===== src/rtl/argmax_sequencer.sv =====
// argmax_sequencer
//   Frames one classification: pulses the argmax unit's start, forwards
//   IN_SIZE signed scores to it one register deep, waits a bounded time for
//   its finish pulse, then holds the winning class index until downstream
//   takes it.
//
// Ports
//   clk           rising-edge clock
//   reset         asynchronous, active-high reset
//   frame_start   begins a frame (honoured only in IDLE)
//   score_valid   upstream score available
//   score_data    signed upstream score
//   score_ready   score accepted this cycle when score_valid is also high
//   am_start      one-cycle start pulse to the argmax unit
//   am_valid      data_valid to the argmax unit
//   am_data       class_in to the argmax unit
//   am_finish     finish pulse from the argmax unit
//   am_index      index_out from the argmax unit
//   result_valid  classified digit available
//   result_index  classified digit
//   result_ready  downstream accepts the result
//   busy          high in every state except IDLE
//   timeout_err   sticky: the last frame timed out waiting for am_finish
//   frame_count   completed-frame counter, wraps 255 -> 0
//
// state | meaning
// ------+-------------------------------------------------------------
// IDLE  | no frame in progress, waiting for frame_start
// ARM   | am_start pulsed for one cycle
// FEED  | forwarding scores until IN_SIZE have been accepted
// WAIT  | waiting for am_finish, bounded by TIMEOUT cycles
// DONE  | result_valid held until result_ready

module argmax_sequencer #(
  parameter int IN_SIZE    = 10,
  parameter int DATA_WIDTH = 16,
  parameter int TIMEOUT    = 64
) (
  input  logic                         clk,
  input  logic                         reset,
  input  logic                         frame_start,
  input  logic                         score_valid,
  input  logic signed [DATA_WIDTH-1:0] score_data,
  output logic                         score_ready,
  output logic                         am_start,
  output logic                         am_valid,
  output logic signed [DATA_WIDTH-1:0] am_data,
  input  logic                         am_finish,
  input  logic [3:0]                   am_index,
  output logic                         result_valid,
  output logic [3:0]                   result_index,
  input  logic                         result_ready,
  output logic                         busy,
  output logic                         timeout_err,
  output logic [7:0]                   frame_count
);

  localparam int CNT_W  = $clog2(IN_SIZE + 1);
  // One spare count so the increment on the WAIT exit edge cannot overflow.
  localparam int WAIT_W = $clog2(TIMEOUT + 1);

  localparam logic [CNT_W-1:0]  CNT_FULL  = CNT_W'(IN_SIZE);
  localparam logic [WAIT_W-1:0] WAIT_LAST = WAIT_W'(TIMEOUT - 1);

  typedef enum logic [2:0] {
    IDLE = 3'd0,
    ARM  = 3'd1,
    FEED = 3'd2,
    WAIT = 3'd3,
    DONE = 3'd4
  } state_t;

  state_t            state;
  state_t            next_state;
  logic [CNT_W-1:0]  score_cnt;
  logic [WAIT_W-1:0] wait_cnt;
  logic              accept;
  logic              finish_hit;
  logic              timeout_hit;

  assign accept      = score_valid & score_ready;
  // am_finish wins over the last timeout cycle.
  assign finish_hit  = (state == WAIT) & am_finish;
  assign timeout_hit = (state == WAIT) & ~am_finish & (wait_cnt == WAIT_LAST);

  // Outputs decode from the state register alone, so reset forces them low
  // without waiting for an edge.
  always_comb begin
    next_state   = state;
    am_start     = 1'b0;
    score_ready  = 1'b0;
    result_valid = 1'b0;
    busy         = (state != IDLE);

    case (state)
      IDLE: begin
        if (frame_start) next_state = ARM;
      end
      ARM: begin
        am_start   = 1'b1;
        next_state = FEED;
      end
      FEED: begin
        score_ready = (score_cnt < CNT_FULL);
        if (score_cnt == CNT_FULL) next_state = WAIT;
      end
      WAIT: begin
        if (finish_hit)       next_state = DONE;
        else if (timeout_hit) next_state = IDLE;
      end
      DONE: begin
        result_valid = 1'b1;
        if (result_ready) next_state = IDLE;
      end
      default: next_state = IDLE;
    endcase
  end

  always_ff @(posedge clk or posedge reset) begin
    if (reset) state <= IDLE;
    else       state <= next_state;
  end

  // Score counter: counts accepts in FEED, clears when the frame is full
  // (the WAIT entry edge) and whenever the FSM is outside FEED.
  always_ff @(posedge clk or posedge reset) begin
    if (reset) begin
      score_cnt <= '0;
    end else if (accept) begin
      score_cnt <= score_cnt + 1'b1;
    end else if ((state != FEED) || (score_cnt == CNT_FULL)) begin
      score_cnt <= '0;
    end
  end

  // Wait counter runs only in WAIT; it is zero on WAIT entry.
  always_ff @(posedge clk or posedge reset) begin
    if (reset)              wait_cnt <= '0;
    else if (state == WAIT) wait_cnt <= wait_cnt + 1'b1;
    else                    wait_cnt <= '0;
  end

  // Single forwarding register: am_data holds between accepts.
  always_ff @(posedge clk or posedge reset) begin
    if (reset) begin
      am_valid <= 1'b0;
      am_data  <= '0;
    end else begin
      am_valid <= accept;
      if (accept) am_data <= score_data;
    end
  end

  always_ff @(posedge clk or posedge reset) begin
    if (reset)           result_index <= '0;
    else if (finish_hit) result_index <= am_index;
  end

  always_ff @(posedge clk or posedge reset) begin
    if (reset)                               timeout_err <= 1'b0;
    else if ((state == IDLE) && frame_start) timeout_err <= 1'b0;
    else if (timeout_hit)                    timeout_err <= 1'b1;
  end

  always_ff @(posedge clk or posedge reset) begin
    if (reset)                               frame_count <= '0;
    else if ((state == DONE) && result_ready) frame_count <= frame_count + 1'b1;
  end

endmodule


===== config.mk =====
export PLATFORM = sky130hd
export DESIGN_NAME = argmax_sequencer
export DESIGN_NICKNAME = d
export VERILOG_FILES = /design/src/rtl/argmax_sequencer.sv
export SDC_FILE = /design/constraint.sdc
export NUM_CORES = 1
export LEC_CHECK = 0
export ABC_AREA = 0
export CAP_MARGIN = 0
export CORE_ASPECT_RATIO = 1.5
export CORE_UTILIZATION = 48
export DETAILED_ROUTE_END_ITERATION = 10
export GPL_TIMING_DRIVEN = 0
export HOLD_SLACK_MARGIN = 0.05
export PLACE_DENSITY = 0.82
export SLEW_MARGIN = 0
export SYNTH_ARGS = -nofsm -noshare
export SYNTH_HDL_FRONTEND = slang
export SYNTH_SLANG_ARGS = --single-unit

===== constraint.sdc =====
create_clock -name clk -period 4.3 [get_ports clk]
set_clock_uncertainty 0.2 [all_clocks]
set_input_delay 0.86 -clock clk [delete_from_list [all_inputs] [get_ports clk]]
set_output_delay 0.86 -clock clk [all_outputs]
set_load 0.02 [all_outputs]

==> summary.txt <==
Global routing
  • Number of global-route vias before repair: 1463
  • First-pass GRT wire length: about 6500 um
  • Total GRT Usage: 20.8%
  • Initial antenna violation count: 0
  • GR Overflow Total: 0
  • Largest net degree at the start of global routing: 45

Clocking
  • Post-CTS setup buffers: 0
  • CTS Sinks: 44
  • CTS max path bufs: 2
  • Clock latency on the worst-skew pair: 0.30 ns
  • Clock transition at path regs: 0.09 ns
  • Post-CTS Resized: 0
  • CTS tree: yes
  • CTS root buffer: clkbuf_8
  • Cts bufs inserted: 5
  • Post-CTS Hold Buffers: 0
  • Clock H-tree levels: 2

Final layout
  • Area grow syn2layout: 37.6%
  • Final-layout fill cell count: 302
  • Fraction of layout cells with a size suffix above 1: 19.0%
  • Most frequent cells in the layout: clkdlybuf4s50_1, dfrtp_1, mux2_2, nor2_1
  • Register Area: around 1100 sq um
  • Most common cell after layout, fill and taps aside: clkdlybuf4s50_1
  • Diodes inserted: 0
  • Area occupied by multi-input gates: between 700 and 800 sq um
  • Nets@finish: 245

Critical path
  • Max incr delay on CP: 0.61 ns
  • Top delay family on crit path: buffers and inverters
  • RR Startpoint: score_cnt[2]$_DFFE_PP0P_
  • FF-to-FF setup slack: 2.33 ns
  • Setup crit end kind: primary output
  • Worst path bufs/invs: 1
  • Crit path launch: score_cnt[2]$_DFFE_PP0P_
  • Critical Path, Cell by Cell: o21ai_0 -> and2_1 -> clkdlybuf4s50_1
  • Critical path startpoint category: flip-flop
  • Critical Path AT: 1.94 ns
  • Slowest-stage cell, CP: clkdlybuf4s50_1
  • Worst Path Max Fanout: 7
  • Setup CP Type: reg2out
  • CP required: 3.24 ns

Drt
  • Via density: 5.42
  • Vias: 1415
  • DRC viols: 0
  • First-pass DRT Iterations: 4
  • Routed Antenna Nets: 0
  • Routed WL: 4070 um
  • Iteration-0 DRC Markers: 11
  • Wire per inst: 15.6 um

Timing
  • Fin Setup TNS: 0 ns
  • Max-slew violation count: 0
  • Slew @ Worst Pin: about 0.90 ns
  • RSZ-0062 raised after global routing: false
  • Post-route setup slack: 1.30 ns
  • Hold Fails Final Rpt: 0
  • Fin crit period: 3.00 ns
  • # setup viols final: 0
  • Max transition margin: 40.1%
  • Fmax: ~0.33 GHz
  • Fin crit share: 69.7%

Yosys
  • Asr flop ratio synth: 100%
  • Synth Flop Type: dfrtp_1
  • Post-synthesis xor/xnor area fraction: under 10%
  • Ys Warns: 0
  • Compound-cell area share of the yosys netlist: 5.60%
  • Number of synthesized flops with an enable pin: 0
  • Post-Syn Area per Cell: around 13 sq um
  • Biggest area consumer among synthesized cells: dfrtp_1
  • Post-synthesis sequential area ratio: a little under three fifths
  • Mapped Nets: 179
  • Top area cells in the synthesized netlist: dfrtp_1, mux2_2, mux2_4
  • Largest family of logic cells by synthesized area: multiplexers
  • Top cell type's share of synthesized area: 56.0%
  • Yosys reg bits: 44
  • Synth Area in Adders: 2.54%
  • Distinct cells, synth: 42
  • Multiplexer area fraction after synthesis: 14.4%
  • Cells after synthesis: 149
  • Synthesized area: 1970 sq um
  • Synth Area in Simple Gates: 12.9%

Die
  • Die Wd: 54.3 um
  • Die ar.: 4360 sq um
  • Initial Utilization: 50.1%
  • Core area: 3920 sq um
  • Core Rows: 28
  • # IOs: 60
  • Chip Height: around 80 um

Hold path
  • HP Start: wait_cnt[0]$_DFF_PP0_
  • HP Class: reg2reg

Place
  • GPL Wtd Cong: 0.742
  • Setup WS pre-CTS: approximately 1.6 ns
  • HPWL Detailed: 2980 um
  • Port bufs: 59

Pwr
  • PD cells: approximately 640 nW/um^2
  • Lkg Pwr: 0.00117 uW
  • Worst VDD drop: 0.403 mV

Run status
  • Run status: finished clean

Job
  • Max Cap Viol: 0
-- Yosys cell counts (all sizes together), types with 2 or more instances --
cell type  number
inv             6
nor2            8
nand3           5
and2            2
nor2b           2
buf             6
nand2           3
xnor2           7
or3             2
o21ai           3
nand4           4
dfrtp          44
nor3b           3
nand3b          2
ha              4
mux2           22
xor2            3
and4            2
a21oi           2
-- stage by stage --
step | cell area [sq um] | hold WS (ns) | instances | util [%] | power, uW
2_1_floorplan | 1970 | 0.233 | 149 | - | 1130
3_3_place_gp | 2610 | 0.242 | 253 | 66.6 | 1450
3_5_place_dp | 2610 | 0.264 | 253 | 66.6 | 1480
4_1_cts | 2710 | 0.276 | 261 | 69.0 | 1750
5_1_grt | 2710 | 0.310 | 261 | 69.0 | 1840
6_report | 2710 | 0.271 | 261 | 69.0 | 1730
-- flip-flops by register name, summed over array words and instances (netlist names) --
| signal | cells |
|---|---|
| timeout_err | 1 |
| wait_cnt | 7 |
| state | 3 |
| result_index | 4 |
| am_data | 16 |
| frame_count | 8 |
| am_valid | 1 |
| score_cnt | 4 |
-- cell type report --
| class | count | share of cell area, % |
|---|---|---|
| timing repair buffer | 59 | 21.8 |
| sequential | 44 | 40.7 |
| clock inverter | 3 | 0.878 |
| multi-input combinational | 93 | 29.0 |
| clock buffer | 5 | 2.54 |
| buffer | 6 | 2.13 |
| tap | 45 | 2.08 |
| inverter | 6 | 0.832 |
-- path summary, 6_finish.rpt --
path | to | cells past startpoint
min | wait_cnt[0]$_DFF_PP0_ | 1
max reg2reg | am_data[4]$_DFFE_PP0P_ | 5
max | score_ready | 3
max in group asynchronous | wait_cnt[1]$_DFF_PP0_ | 2
min in group asynchronous | am_valid$_DFF_PP0_ | 2
min reg2reg | wait_cnt[0]$_DFF_PP0_ | 1
-- layer usage --
metal	up-vias	track usage (%)	wire, um
met2	51	35.5	2140
met1	698	23.3	1590
met5	-	0	0
met3	5	6.82	288
li1	661	-	-
met4	0	6.92	55
-- cell families after synthesis --
group | Yosys count
compound gates | 15
buf+inv | 12
simple gates | 41
fa+ha+maj | 4
xor+xnor | 10
mux | 23
flops | 44
-- worst register-to-register path, delay by kind of cell, from the launching register on --
| family | cells | cell delay, ns |
|---|---|---|
| compound gates | 1 | 0.39 |
| flops | 1 | 0.44 |
| mux | 1 | 0.30 |
| buf+inv | 2 | 0.30 |
| simple gates | 1 | 0.23 |
-- where the power goes --
group	leakage, uW	internal, uW	switching [uW]	total (uW)
logic	0.000563	453	381	834
registers	0.000562	550	86.0	636
clock network	0.0000404	115	146	261
total	0.00117	1120	613	1730
Power figures use the tool's default switching activity.
